--- src/rtl/sd_spi_pkg.sv ---
// sd_spi_pkg -- shared definitions for the SD-card SPI byte master.
//
// Contents:
//   S_IDLE .. S_DONE  state encoding of the byte FSM (logic [2:0] constants)
//   ACT_TIMEOUT       activity-indicator hold time in clk_sys cycles
//   ACT_CNT_W         width of the activity timeout counter
//   IDLE_BYTE         value seen on an undriven / idle SD data line
//
// Optional feature macro used by the files that import this package:
//   SD_SPI_ACT_LED_EN  enables the activity-LED timeout counter.

package sd_spi_pkg;

    // Byte FSM states. The FSM walks IDLE -> LEAD -> (HIGH -> LOW) x 8 -> DONE.
    localparam logic [2:0] S_IDLE = 3'd0;
    localparam logic [2:0] S_LEAD = 3'd1;
    localparam logic [2:0] S_HIGH = 3'd2;
    localparam logic [2:0] S_LOW  = 3'd3;
    localparam logic [2:0] S_DONE = 3'd4;

    // ~20 ms at 96 MHz; fits in 21 bits (2^21 = 2,097,152).
    localparam int unsigned ACT_TIMEOUT = 2_000_000;
    localparam int          ACT_CNT_W   = 21;

    // An SD card releases its data line high, so 8'hFF is the "nothing" byte.
    localparam logic [7:0] IDLE_BYTE = 8'hFF;

endpackage : sd_spi_pkg

--- src/rtl/sd_spi_clkgen.sv ---
// sd_spi_clkgen -- SCK half-period timer for the SD SPI master.
//
// Owns the half-period down-counter. The counter is loaded with half-1 when a
// byte is accepted and then counts half-1 .. 0 repeatedly while run is high.
// Each time it reaches 0 a single-cycle strobe is raised: rise_stb when SCK is
// currently low (the FSM should raise SCK), fall_stb when SCK is currently high.
//
// Ports:
//   clk_sys    in   system clock
//   reset_n    in   asynchronous reset, active-low
//   load       in   byte accepted: latch half_in and restart the count
//   half_in    in   clk_sys cycles per SCK half-period for this byte (>= 1)
//   run        in   FSM is in a timed state (LEAD/HIGH/LOW)
//   sck_level  in   current registered SCK level
//   rise_stb   out  half-period over while SCK low
//   fall_stb   out  half-period over while SCK high

module sd_spi_clkgen #(
    parameter int CNT_W = 8
) (
    input  logic             clk_sys,
    input  logic             reset_n,
    input  logic             load,
    input  logic [CNT_W-1:0] half_in,
    input  logic             run,
    input  logic             sck_level,
    output logic             rise_stb,
    output logic             fall_stb
);

    logic [CNT_W-1:0] half_q, half_d;
    logic [CNT_W-1:0] cnt_q,  cnt_d;
    logic             expire;

    // The rate is frozen per byte: half_q only changes on load.
    always_comb begin
        half_d = half_q;
        cnt_d  = cnt_q;
        if (load) begin
            half_d = half_in;
            cnt_d  = half_in - CNT_W'(1);
        end else if (run) begin
            if (cnt_q == '0) begin
                cnt_d = half_q - CNT_W'(1);
            end else begin
                cnt_d = cnt_q - CNT_W'(1);
            end
        end
    end

    always_ff @(posedge clk_sys or negedge reset_n) begin
        if (!reset_n) begin
            half_q <= '1;
            cnt_q  <= '0;
        end else begin
            half_q <= half_d;
            cnt_q  <= cnt_d;
        end
    end

    // With half = 1 the counter sits at 0, so a strobe fires every cycle and
    // SCK runs at clk_sys/2.
    assign expire   = run && (cnt_q == '0);
    assign rise_stb = expire && !sck_level;
    assign fall_stb = expire &&  sck_level;

endmodule : sd_spi_clkgen

--- src/rtl/sd_spi_master.sv ---
// sd_spi_master -- SPI mode-0 byte master for the SD card interface.
//
// Shifts one byte out MSB-first per valid/ready handshake and returns the byte
// captured on MISO. SCK idles low, MOSI idles high, chip select is driven from
// cs_req but only updated while idle.
//
// Handshake: a byte is accepted on a clk_sys edge where tx_valid && tx_ready.
// tx_ready is high only in IDLE; tx_valid while busy is ignored and tx_data is
// not needed after the accept edge. rx_valid is a one-cycle pulse in the cycle
// rx_data takes its new value; rx_data holds until the next completion.
//
// Ports:
//   clk_sys   in   system clock
//   reset_n   in   asynchronous reset, active-low
//   tx_data   in   byte to transmit
//   tx_valid  in   request to start a byte
//   tx_ready  out  idle, byte can be accepted
//   rx_data   out  last byte captured from MISO
//   rx_valid  out  one-cycle pulse when rx_data updates
//   fast      in   rate select (1 = HALF_FAST), sampled at accept
//   cs_req    in   requested chip-select (1 = selected)
//   busy      out  transfer in progress (~tx_ready)
//   spi_clk   out  SCK
//   spi_mosi  out  MOSI
//   spi_miso  in   MISO
//   spi_cs_n  out  chip select, active-low
//   sd_act    out  activity indicator
//
// Optional feature macro: SD_SPI_ACT_LED_EN. When defined, sd_act is driven by
// a timeout counter restarted by any MOSI/MISO toggle; otherwise sd_act = busy.
//
// The current FSM state is available as state_q for debug binding.

module sd_spi_master
    import sd_spi_pkg::*;
#(
    parameter int HALF_SLOW = 120,
    parameter int HALF_FAST = 2,
    parameter int CNT_W     = 8
) (
    input  logic       clk_sys,
    input  logic       reset_n,
    input  logic [7:0] tx_data,
    input  logic       tx_valid,
    output logic       tx_ready,
    output logic [7:0] rx_data,
    output logic       rx_valid,
    input  logic       fast,
    input  logic       cs_req,
    output logic       busy,
    output logic       spi_clk,
    output logic       spi_mosi,
    input  logic       spi_miso,
    output logic       spi_cs_n,
    output logic       sd_act
);

    logic [2:0] state_q,    state_d;
    logic [7:0] tx_shift_q, tx_shift_d;
    logic [7:0] rx_shift_q, rx_shift_d;
    logic [2:0] bit_cnt_q,  bit_cnt_d;
    logic       last_q,     last_d;
    logic       sck_q,      sck_d;
    logic       mosi_q,     mosi_d;
    logic       cs_n_q,     cs_n_d;
    logic [7:0] rx_data_q,  rx_data_d;
    logic       rx_valid_q, rx_valid_d;

    logic             load;
    logic             run;
    logic             rise_stb;
    logic             fall_stb;
    logic [CNT_W-1:0] half_sel;

    assign half_sel = fast ? CNT_W'(HALF_FAST) : CNT_W'(HALF_SLOW);
    assign run      = (state_q == S_LEAD) || (state_q == S_HIGH) || (state_q == S_LOW);

    sd_spi_clkgen #(
        .CNT_W (CNT_W)
    ) u_clkgen (
        .clk_sys   (clk_sys),
        .reset_n   (reset_n),
        .load      (load),
        .half_in   (half_sel),
        .run       (run),
        .sck_level (sck_q),
        .rise_stb  (rise_stb),
        .fall_stb  (fall_stb)
    );

    always_comb begin
        state_d    = state_q;
        tx_shift_d = tx_shift_q;
        rx_shift_d = rx_shift_q;
        bit_cnt_d  = bit_cnt_q;
        last_d     = last_q;
        mosi_d     = mosi_q;
        cs_n_d     = cs_n_q;
        rx_data_d  = rx_data_q;
        rx_valid_d = 1'b0;
        load       = 1'b0;

        case (state_q)
            S_IDLE: begin
                // Chip select only follows cs_req here, so it never moves mid-byte.
                cs_n_d = !cs_req;
                if (tx_valid) begin
                    load       = 1'b1;
                    tx_shift_d = tx_data;
                    mosi_d     = tx_data[7];
                    bit_cnt_d  = 3'd0;
                    last_d     = 1'b0;
                    state_d    = S_LEAD;
                end
            end

            S_LEAD: begin
                // MOSI setup half-period with SCK low, then the first rising edge.
                if (rise_stb) begin
                    rx_shift_d = {rx_shift_q[6:0], spi_miso};
                    state_d    = S_HIGH;
                end
            end

            S_HIGH: begin
                if (fall_stb) begin
                    state_d = S_LOW;
                    if (bit_cnt_q != 3'd7) begin
                        tx_shift_d = {tx_shift_q[6:0], 1'b0};
                        mosi_d     = tx_shift_q[6];
                        bit_cnt_d  = bit_cnt_q + 3'd1;
                    end else begin
                        // Eighth falling edge: LOW lasts one cycle, no half-period.
                        last_d = 1'b1;
                    end
                end
            end

            S_LOW: begin
                if (last_q) begin
                    rx_data_d  = rx_shift_q;
                    rx_valid_d = 1'b1;
                    mosi_d     = 1'b1;
                    state_d    = S_DONE;
                end else if (rise_stb) begin
                    rx_shift_d = {rx_shift_q[6:0], spi_miso};
                    state_d    = S_HIGH;
                end
            end

            S_DONE: begin
                state_d = S_IDLE;
            end

            default: begin
                state_d = S_IDLE;
            end
        endcase
    end

    // SCK is a registered decode of the next state so it is glitch-free.
    assign sck_d = (state_d == S_HIGH);

    always_ff @(posedge clk_sys or negedge reset_n) begin
        if (!reset_n) begin
            state_q    <= S_IDLE;
            tx_shift_q <= IDLE_BYTE;
            rx_shift_q <= IDLE_BYTE;
            bit_cnt_q  <= 3'd0;
            last_q     <= 1'b0;
            sck_q      <= 1'b0;
            mosi_q     <= 1'b1;
            cs_n_q     <= 1'b1;
            rx_data_q  <= IDLE_BYTE;
            rx_valid_q <= 1'b0;
        end else begin
            state_q    <= state_d;
            tx_shift_q <= tx_shift_d;
            rx_shift_q <= rx_shift_d;
            bit_cnt_q  <= bit_cnt_d;
            last_q     <= last_d;
            sck_q      <= sck_d;
            mosi_q     <= mosi_d;
            cs_n_q     <= cs_n_d;
            rx_data_q  <= rx_data_d;
            rx_valid_q <= rx_valid_d;
        end
    end

    assign tx_ready = (state_q == S_IDLE);
    assign busy     = !tx_ready;
    assign rx_data  = rx_data_q;
    assign rx_valid = rx_valid_q;
    assign spi_clk  = sck_q;
    assign spi_mosi = mosi_q;
    assign spi_cs_n = cs_n_q;

`ifdef SD_SPI_ACT_LED_EN
    // Activity LED: restart the timeout on any data-line toggle; the counter
    // saturates at ACT_TIMEOUT and starts there so the LED is off after reset.
    localparam logic [ACT_CNT_W-1:0] ACT_LIMIT = ACT_CNT_W'(ACT_TIMEOUT);

    logic [ACT_CNT_W-1:0] act_cnt_q,   act_cnt_d;
    logic                 mosi_prev_q, mosi_prev_d;
    logic                 miso_prev_q, miso_prev_d;

    always_comb begin
        act_cnt_d   = act_cnt_q;
        mosi_prev_d = mosi_q;
        miso_prev_d = spi_miso;
        if ((mosi_q != mosi_prev_q) || (spi_miso != miso_prev_q)) begin
            act_cnt_d = '0;
        end else if (act_cnt_q < ACT_LIMIT) begin
            act_cnt_d = act_cnt_q + ACT_CNT_W'(1);
        end
    end

    always_ff @(posedge clk_sys or negedge reset_n) begin
        if (!reset_n) begin
            act_cnt_q   <= ACT_LIMIT;
            mosi_prev_q <= 1'b1;
            miso_prev_q <= 1'b1;
        end else begin
            act_cnt_q   <= act_cnt_d;
            mosi_prev_q <= mosi_prev_d;
            miso_prev_q <= miso_prev_d;
        end
    end

    assign sd_act = (act_cnt_q < ACT_LIMIT);
`else
    assign sd_act = busy;
`endif

endmodule : sd_spi_master

--- config.mk ---
export PLATFORM = sky130hd
export DESIGN_NAME = sd_spi_master
export DESIGN_NICKNAME = d
export VERILOG_FILES = /design/src/rtl/sd_spi_pkg.sv /design/src/rtl/sd_spi_clkgen.sv /design/src/rtl/sd_spi_master.sv
export SDC_FILE = /design/constraint.sdc
export NUM_CORES = 1
export LEC_CHECK = 0
export CORE_MARGIN = 2
export CORE_UTILIZATION = 35
export CTS_BUF_LIST = sky130_fd_sc_hd__clkbuf_16
export DETAILED_ROUTE_END_ITERATION = 16
export RECOVER_POWER = 100
export SYNTH_ARGS = -nofsm -noshare
export SYNTH_HDL_FRONTEND = slang
export SYNTH_HIERARCHICAL = 1
export SYNTH_SLANG_ARGS = --single-unit
--- constraint.sdc ---
create_clock -name clk_sys -period 3.8 [get_ports clk_sys]
set_clock_uncertainty 0.1 [all_clocks]
set_input_delay 0.76 -clock clk_sys [delete_from_list [all_inputs] [get_ports clk_sys]]
set_output_delay 0.76 -clock clk_sys [all_outputs]
set_load 0.005 [all_outputs]
==> run_results.csv, run 1 <==
group,metric,value,unit
outcome,status,"completed",
sta,worst_pin_slew,1.139,ns
die,placementRows,31,
logic_synthesis,ys_types,55,
finish,area_growth,17.78,%
hold_path,hold-path-cell-count,2,
drt,vias_per_cell,5.073,
sta,period_needed,3.483,ns
clock_network,ctsLongestPathBuffers,2,
pwr,powerDensity,320.5,mW/mm²
placed_design,io_buffers,28,
logic_synthesis,syn_avg_cell_area,10.89,µm²
sta,finalHoldViolCount,0,
clock_network,cts_tree,"done",
drt,postRouteAntennaNets,0,
clock_network,clkLatencyLatePin,0.28,ns
finish,fin_nets,299,
global_routing,overflow,0,
logic_synthesis,synth.area.top_cells,"dfstp_2 (33%), dfrtp_1 (16%), mux2_2 (12%)",
logic_synthesis,synth_edf_count,0,
drt,wl_per_cell,14.32,µm
pwr,ir_worst_vdd,172.2,µV
finish,utilization,42.86,%
logic_synthesis,synth_top_cell_by_area,"dfstp_2",
hold_path,holdPathEnd,"spi_cs_n$_DFFE_PN1P_",
sta,final-setup-viol-count,0,
logic_synthesis,yosys_warnings,6,
pwr,p_leak,1.316,nW
logic_synthesis,synth_seq_area_share,48.45,%
drt,drt_wl_total,5472,µm
sta,fin_crit_sh,91.66,%
critical_path,required,3.91,ns
sta,maxSlewViolCount,0,
die,dieArea,0.008336,mm²
hold_path,hold_class,"reg2reg",
clock_network,htree_levels,2,
sta,rsz0062_at_grt,"false",
sta,max_slew_margin,23.63,%
die,die_width,91.30,µm
critical_path,startpoint_type,"flip-flop",
die,pin_count,29,
critical_path,worstPathArrival,3.59,ns
clock_network,clock_sinks,50,
finish,regArea,0.001292,mm²
hold_path,hold_start,"spi_cs_n$_DFFE_PN1P_",
global_routing,grt_max_degree,26,
critical_path,crit_path_end_kind,"flip-flop",
critical_path,reg2reg_slack,0.32,ns
clock_network,cts_resized,0,
drt,via_count,1938,
logic_synthesis,syn_inst,245,
die,core,0.007331,mm²
placed_design,dp_hpwl,3991,µm
logic_synthesis,ys_async_sr_fraction,100.0,%
logic_synthesis,yosysMostFrequentCell,"dfstp_2",
critical_path,reg2reg_to,"tx_shift_q[3]$_DFFE_PN1P_",
sta,fin_tns_setup,0,ns
clock_network,post_cts_buffers,0,
clock_network,cts_root_buf,"clkbuf_16",
global_routing,first_global_vias,1898,
critical_path,critPathLaunch,"u_clkgen/cnt_q[4]$_DFFE_PN0P_",
logic_synthesis,syn-cell-area,0.002668,mm²
sta,max_clock_freq,0.2871,GHz
global_routing,grt_pass1_wl,9453,µm
critical_path,worstSetupPathType,"reg2reg",
placed_design,place.gp.congestion,0.9597,
critical_path,rr_startpoint,"u_clkgen/cnt_q[4]$_DFFE_PN0P_",
global_routing,antenna_found_initial,0,
clock_network,cts_hold_buffers,0,
drt,drt_pass1_iterations,5,
finish,drive_gt1_share,27.56,%
finish,fillers,693,
finish,antenna_cells,0,
finish,multi_input_area,0.001226,mm²
clock_network,cts-buffers-inserted,5,
die,initial_core_util,36.39,%
logic_synthesis,synth_ff_type,"dfstp_2",
drt,drc,0,
global_routing,grt_usage,13.92,%
job,maxCapViolations,0,
logic_synthesis,synthTopCellsByCount,"dfstp_2 (33), mux2_2 (29), a21oi_1 (18), nor2_1 (18)",
critical_path,reg2regPathDepth,7,
logic_synthesis,synth.top_cell.area_share,32.50,%
clock_network,path_clk_slew,0.07,ns
logic_synthesis,ys_ff_latch,50,
die,fp.dieH,91.30,µm
drt,drtIter0Drc,123,
critical_path,critPathMaxFanout,7,
-- how the worst max path moves through the flow --
stage | slack [ns] | end
final | 0.32 | tx_shift_q[3]$_DFFE_PN1P_
after global routing | 0.12 | tx_shift_q[3]$_DFFE_PN1P_
after CTS | 0.47 | u_clkgen/cnt_q[6]$_DFFE_PN0P_
after detailed placement | 0.41 | u_clkgen/cnt_q[6]$_DFFE_PN0P_
after global placement | 0.47 | u_clkgen/cnt_q[6]$_DFFE_PN0P_
after floorplan | 0.46 | u_clkgen/cnt_q[6]$_DFFE_PN0P_
-- sequential cells by signal (all words and copies together), names as in the netlist --
name / cells
last_q: 1
state_q: 3
u_clkgen/cnt_q: 8
u_clkgen/half_q: 8
spi_cs_n: 1
bit_cnt_q: 3
spi_mosi: 1
rx_valid: 1
rx_data: 8
rx_shift_q: 8
tx_shift_q: 7
spi_clk: 1
-- per-stage QoR --
stage               hold slack [ns]  area [µm²]  total power [W]  setup slack, ns  instances
global route                 0.3999        3142         0.001055           0.1218        382
global placement             0.3707        3058        0.0005855           0.4703        374
finish                       0.3821        3142         0.001007           0.3169        382
floorplan                    0.3520        2690        0.0005581           0.4643        251
CTS                          0.3416        3201         0.001032           0.4671        382
detailed placement           0.3755        3058        0.0005863           0.4117        374
-- logic make-up (layout without fill, tap and decap cells) --
group	count (synthesis)	after routing	share of synthesized area, %
AND/OR/NAND/NOR	73	73	15.06
other	1	7	0.1406
buffers and inverters	26	58	4.972
XOR/XNOR	2	2	0.6568
multiplexers	31	31	12.99
AO/OA/AOI/OAI	59	59	16.32
flip-flops	50	50	48.45
adder cells (fa/ha/maj)	3	3	1.407
-- area by class of cell --
cell class,count,share of cell area (%)
clock inverter,3,0.5575
multi-input combinational,175,39.03
clock buffer,5,3.982
sequential,50,41.14
timing repair buffer,33,9.319
inverter,17,2.031
tap,99,3.943
-- power breakdown --
part           switching [W]  total [W]  internal [W]
clock               0.000190   0.000433      0.000243
combinational      0.0000168  0.0000335     0.0000167
sequential        0.00000153   0.000541      0.000539
total               0.000208    0.00101      0.000799
-- metal layers --
layer	share of wire, %	wire (µm)	vias up	global-route usage, %
li1	-	-	951	-
met1	48	2649	934	20.49
met2	45	2457	49	20.12
met3	5.4	294	4	3.651
met4	1.3	70	0	3.914
met5	0	0	-	0
-- placed cells by master (no fill, tap or decap), drive strengths merged, types with 3 or more instances in the layout --
cell type / count
dfstp: 33
mux2: 29
inv: 19
a21oi: 18
nor2: 18
nand2: 17
dfrtp: 17
dlygate4sd3: 15
o21ai: 13
clkdlybuf4s50: 12
clkbuf: 11
conb: 7
nor3: 6
nor3b: 5
nand3: 4
nor2b: 3
a32o: 3
ha: 3
a31oi: 3
or3: 3
or2: 3
o311ai: 3
-- worst max-delay path, stage by stage, from the launching register on --
cell      delay (ns)
dfrtp_1         0.45
or4_1           0.60
nor3_1          0.19
clkbuf_1        0.25
and3_1          0.33
nand3b_1        0.13
a211oi_1        0.92
mux2_2          0.43
No activity file was read; power rests on OpenSTA's default activity.
==> run 2: changes to the inputs <==
- PLACE_DENSITY_LB_ADDON: not set -> 0.12
==> run_results.csv, run 2 (synthesis results as in run 1) <==
group,metric,value,unit
pwr,p_int,0.0008700,W
drt,drt_wl_total,5383,µm
clock_network,cts_tree,"done",
drt,via_count,1926,
critical_path,crit_chain,"or4_1 > nor3_1 > clkbuf_1 > and3_1 > nand3b_1 > a211oi_1 > mux2_2",
global_routing,antenna_found_initial,0,
global_routing,grt_pass1_wl,9266,µm
critical_path,crit_path_end_kind,"flip-flop",
die,pin_count,29,
drt,drc,0,
outcome,status,"finished, violations left",
global_routing,first_global_vias,1924,
finish,fillers,707,
sta,fin_tns_setup,0,ns
critical_path,required,3.92,ns
critical_path,max_stage_delay,0.82,ns
finish,fin_area,0.003187,mm²
die,dieArea,0.008336,mm²
pwr,pwr-share-seq,49.5,%
sta,rsz0062_at_grt,"false",
finish,layout_common_cells,"dfstp_2 (33), mux2_2 (29), a21oi_1 (18), nor2_1 (18)",
clock_network,clkLatencyLatePin,0.29,ns
sta,fin_crit_sh,89.25,%
outcome,failed_checks,"capacitance limit, slew limit",
pwr,ir_worst_vdd,222.8,µV
die,initial_core_util,36.39,%
hold_path,holdPathEnd,"u_clkgen/half_q[6]$_DFFE_PN1P_",
sta,worst_pin_slew,2.375,ns
clock_network,ctsLongestPathBuffers,2,
drt,postRouteAntennaNets,0,
critical_path,reg2regPathDepth,7,
sta,finalHoldViolCount,0,
placed_design,io_buffers,28,
critical_path,worstSetupPathType,"reg2reg",
sta,maxSlewViolCount,46,
sta,final-setup-viol-count,0,
clock_network,clock_sinks,50,
pwr,swShare,20.26,%
finish,regArea,0.001292,mm²
placed_design,dp_hpwl,3831,µm
critical_path,cp_num_buf_inv,1,
drt,vias_per_cell,5.029,
drt,wl_per_cell,14.05,µm
hold_path,hold_start,"u_clkgen/half_q[6]$_DFFE_PN1P_",
die,placementRows,31,
finish,fin_nets,300,
drt,drtIter0Drc,82,
job,maxCapViolations,1,
drt,drt_pass1_iterations,4,
finish,drive_gt1_share,28.87,%
finish,multi_input_area,0.001226,mm²
pwr,p_leak,1.339,nW
critical_path,startpoint_type,"flip-flop",
clock_network,cts_hold_buffers,0,
global_routing,overflow,0,
die,core,0.007331,mm²
pwr,powerDensity,342.4,mW/mm²
pwr,power_frac_clock,47.5,%
critical_path,critPathMaxFanout,7,
pwr,power_frac_comb,3.0,%
clock_network,cts-buffers-inserted,5,
critical_path,rr_startpoint,"u_clkgen/cnt_q[4]$_DFFE_PN0P_",
global_routing,grt_usage,13.74,%
sta,max_clock_freq,0.2949,GHz
critical_path,reg2reg_to,"tx_shift_q[1]$_DFFE_PN1P_",
clock_network,htree_levels,2,
critical_path,worstPathArrival,3.51,ns
critical_path,crit_slowest_cell,"a211oi_1",
hold_path,hold-path-cell-count,2,
global_routing,grt_max_degree,46,
die,fp.dieH,91.30,µm
critical_path,reg2reg_slack,0.41,ns
pwr,switchingPower,0.0002211,W
placed_design,placed_area,0.003065,mm²
placed_design,place.gp.congestion,0.8405,
clock_network,path_clk_slew,0.07,ns
clock_network,post_cts_buffers,0,
hold_path,hold_class,"reg2reg",
critical_path,path_delay_family,"simple AND/OR/NAND/NOR gates",
finish,area_growth,19.47,%
clock_network,cts_resized,0,
finish,antenna_cells,0,
sta,max_slew_margin,-58.35,%
clock_network,cts_root_buf,"clkbuf_16",
finish,final_common_cell,"dfstp_2",
sta,period_needed,3.391,ns
die,die_width,91.30,µm
[run 2: cell count changes in the layout (fill, tap and decap cells not counted), sizes merged]
cell | previous run | this run
inv | 19 | 18
clkbuf | 11 | 9
buf | 0 | 3
bufinv | 0 | 1
[run 2: worst max path at each step]
stage / startpoint / slack, ns / cells after the start / end
5_1_grt: state_q[0]$_DFF_PN0_ / 0.16 / 10 / u_clkgen/cnt_q[6]$_DFFE_PN0P_
3_3_place_gp: tx_valid / 0.56 / 9 / u_clkgen/cnt_q[6]$_DFFE_PN0P_
6_report: u_clkgen/cnt_q[4]$_DFFE_PN0P_ / 0.41 / 7 / tx_shift_q[1]$_DFFE_PN1P_
2_1_floorplan: state_q[1]$_DFF_PN0_ / 0.46 / 14 / u_clkgen/cnt_q[6]$_DFFE_PN0P_
4_1_cts: state_q[0]$_DFF_PN0_ / 0.57 / 10 / u_clkgen/cnt_q[6]$_DFFE_PN0P_
3_5_place_dp: tx_valid / 0.50 / 9 / u_clkgen/cnt_q[6]$_DFFE_PN0P_
[run 2: layer usage]
layer	routed length [µm]	global-route usage (%)	vias to the layer above
met1	2547	18.10	918
li1	-	-	951
met5	0	0	-
met2	2422	21.91	47
met4	107	5.051	0
met3	306	3.402	10
[run 2: tightest hold or removal path, stage by stage, from the launching register on]
cell and delay, ns:
dfstp_2 0.38, inv_1 0.04, o21ai_0 0.06
[run 2: final cells by class]
type	instances	area share, %
Sequential cell	50	40.56
Multi-Input combinational cell	175	38.48
Timing Repair Buffer	34	9.658
Clock buffer	5	3.926
Tap cell	99	3.887
Inverter	17	2.002
Clock inverter	3	1.492
[run 2: power groups by stage]
stage,Clock [W],Combinational (W),Sequential [W]
6_report,0.000518,0.0000326,0.000541
2_1_floorplan,0,0.00000901,0.000549
3_5_place_dp,0,0.0000352,0.000550
3_3_place_gp,0,0.0000350,0.000549
5_1_grt,0.000555,0.0000370,0.000541
4_1_cts,0.000535,0.0000353,0.000541
[run 2: per-stage QoR]
step                      cells  setup slack [ns]  hold slack, ns  util, %  total power, W
after CTS                   383            0.5710          0.3855    44.17        0.001111
final                       383            0.4086          0.3845    43.47        0.001091
after detailed placement    375            0.5002          0.3766    41.82       0.0005847
after global placement      375            0.5626          0.3733    41.82       0.0005843
after floorplan             251            0.4643          0.3520        -       0.0005581
after global routing        383            0.1613          0.3990    43.47        0.001133
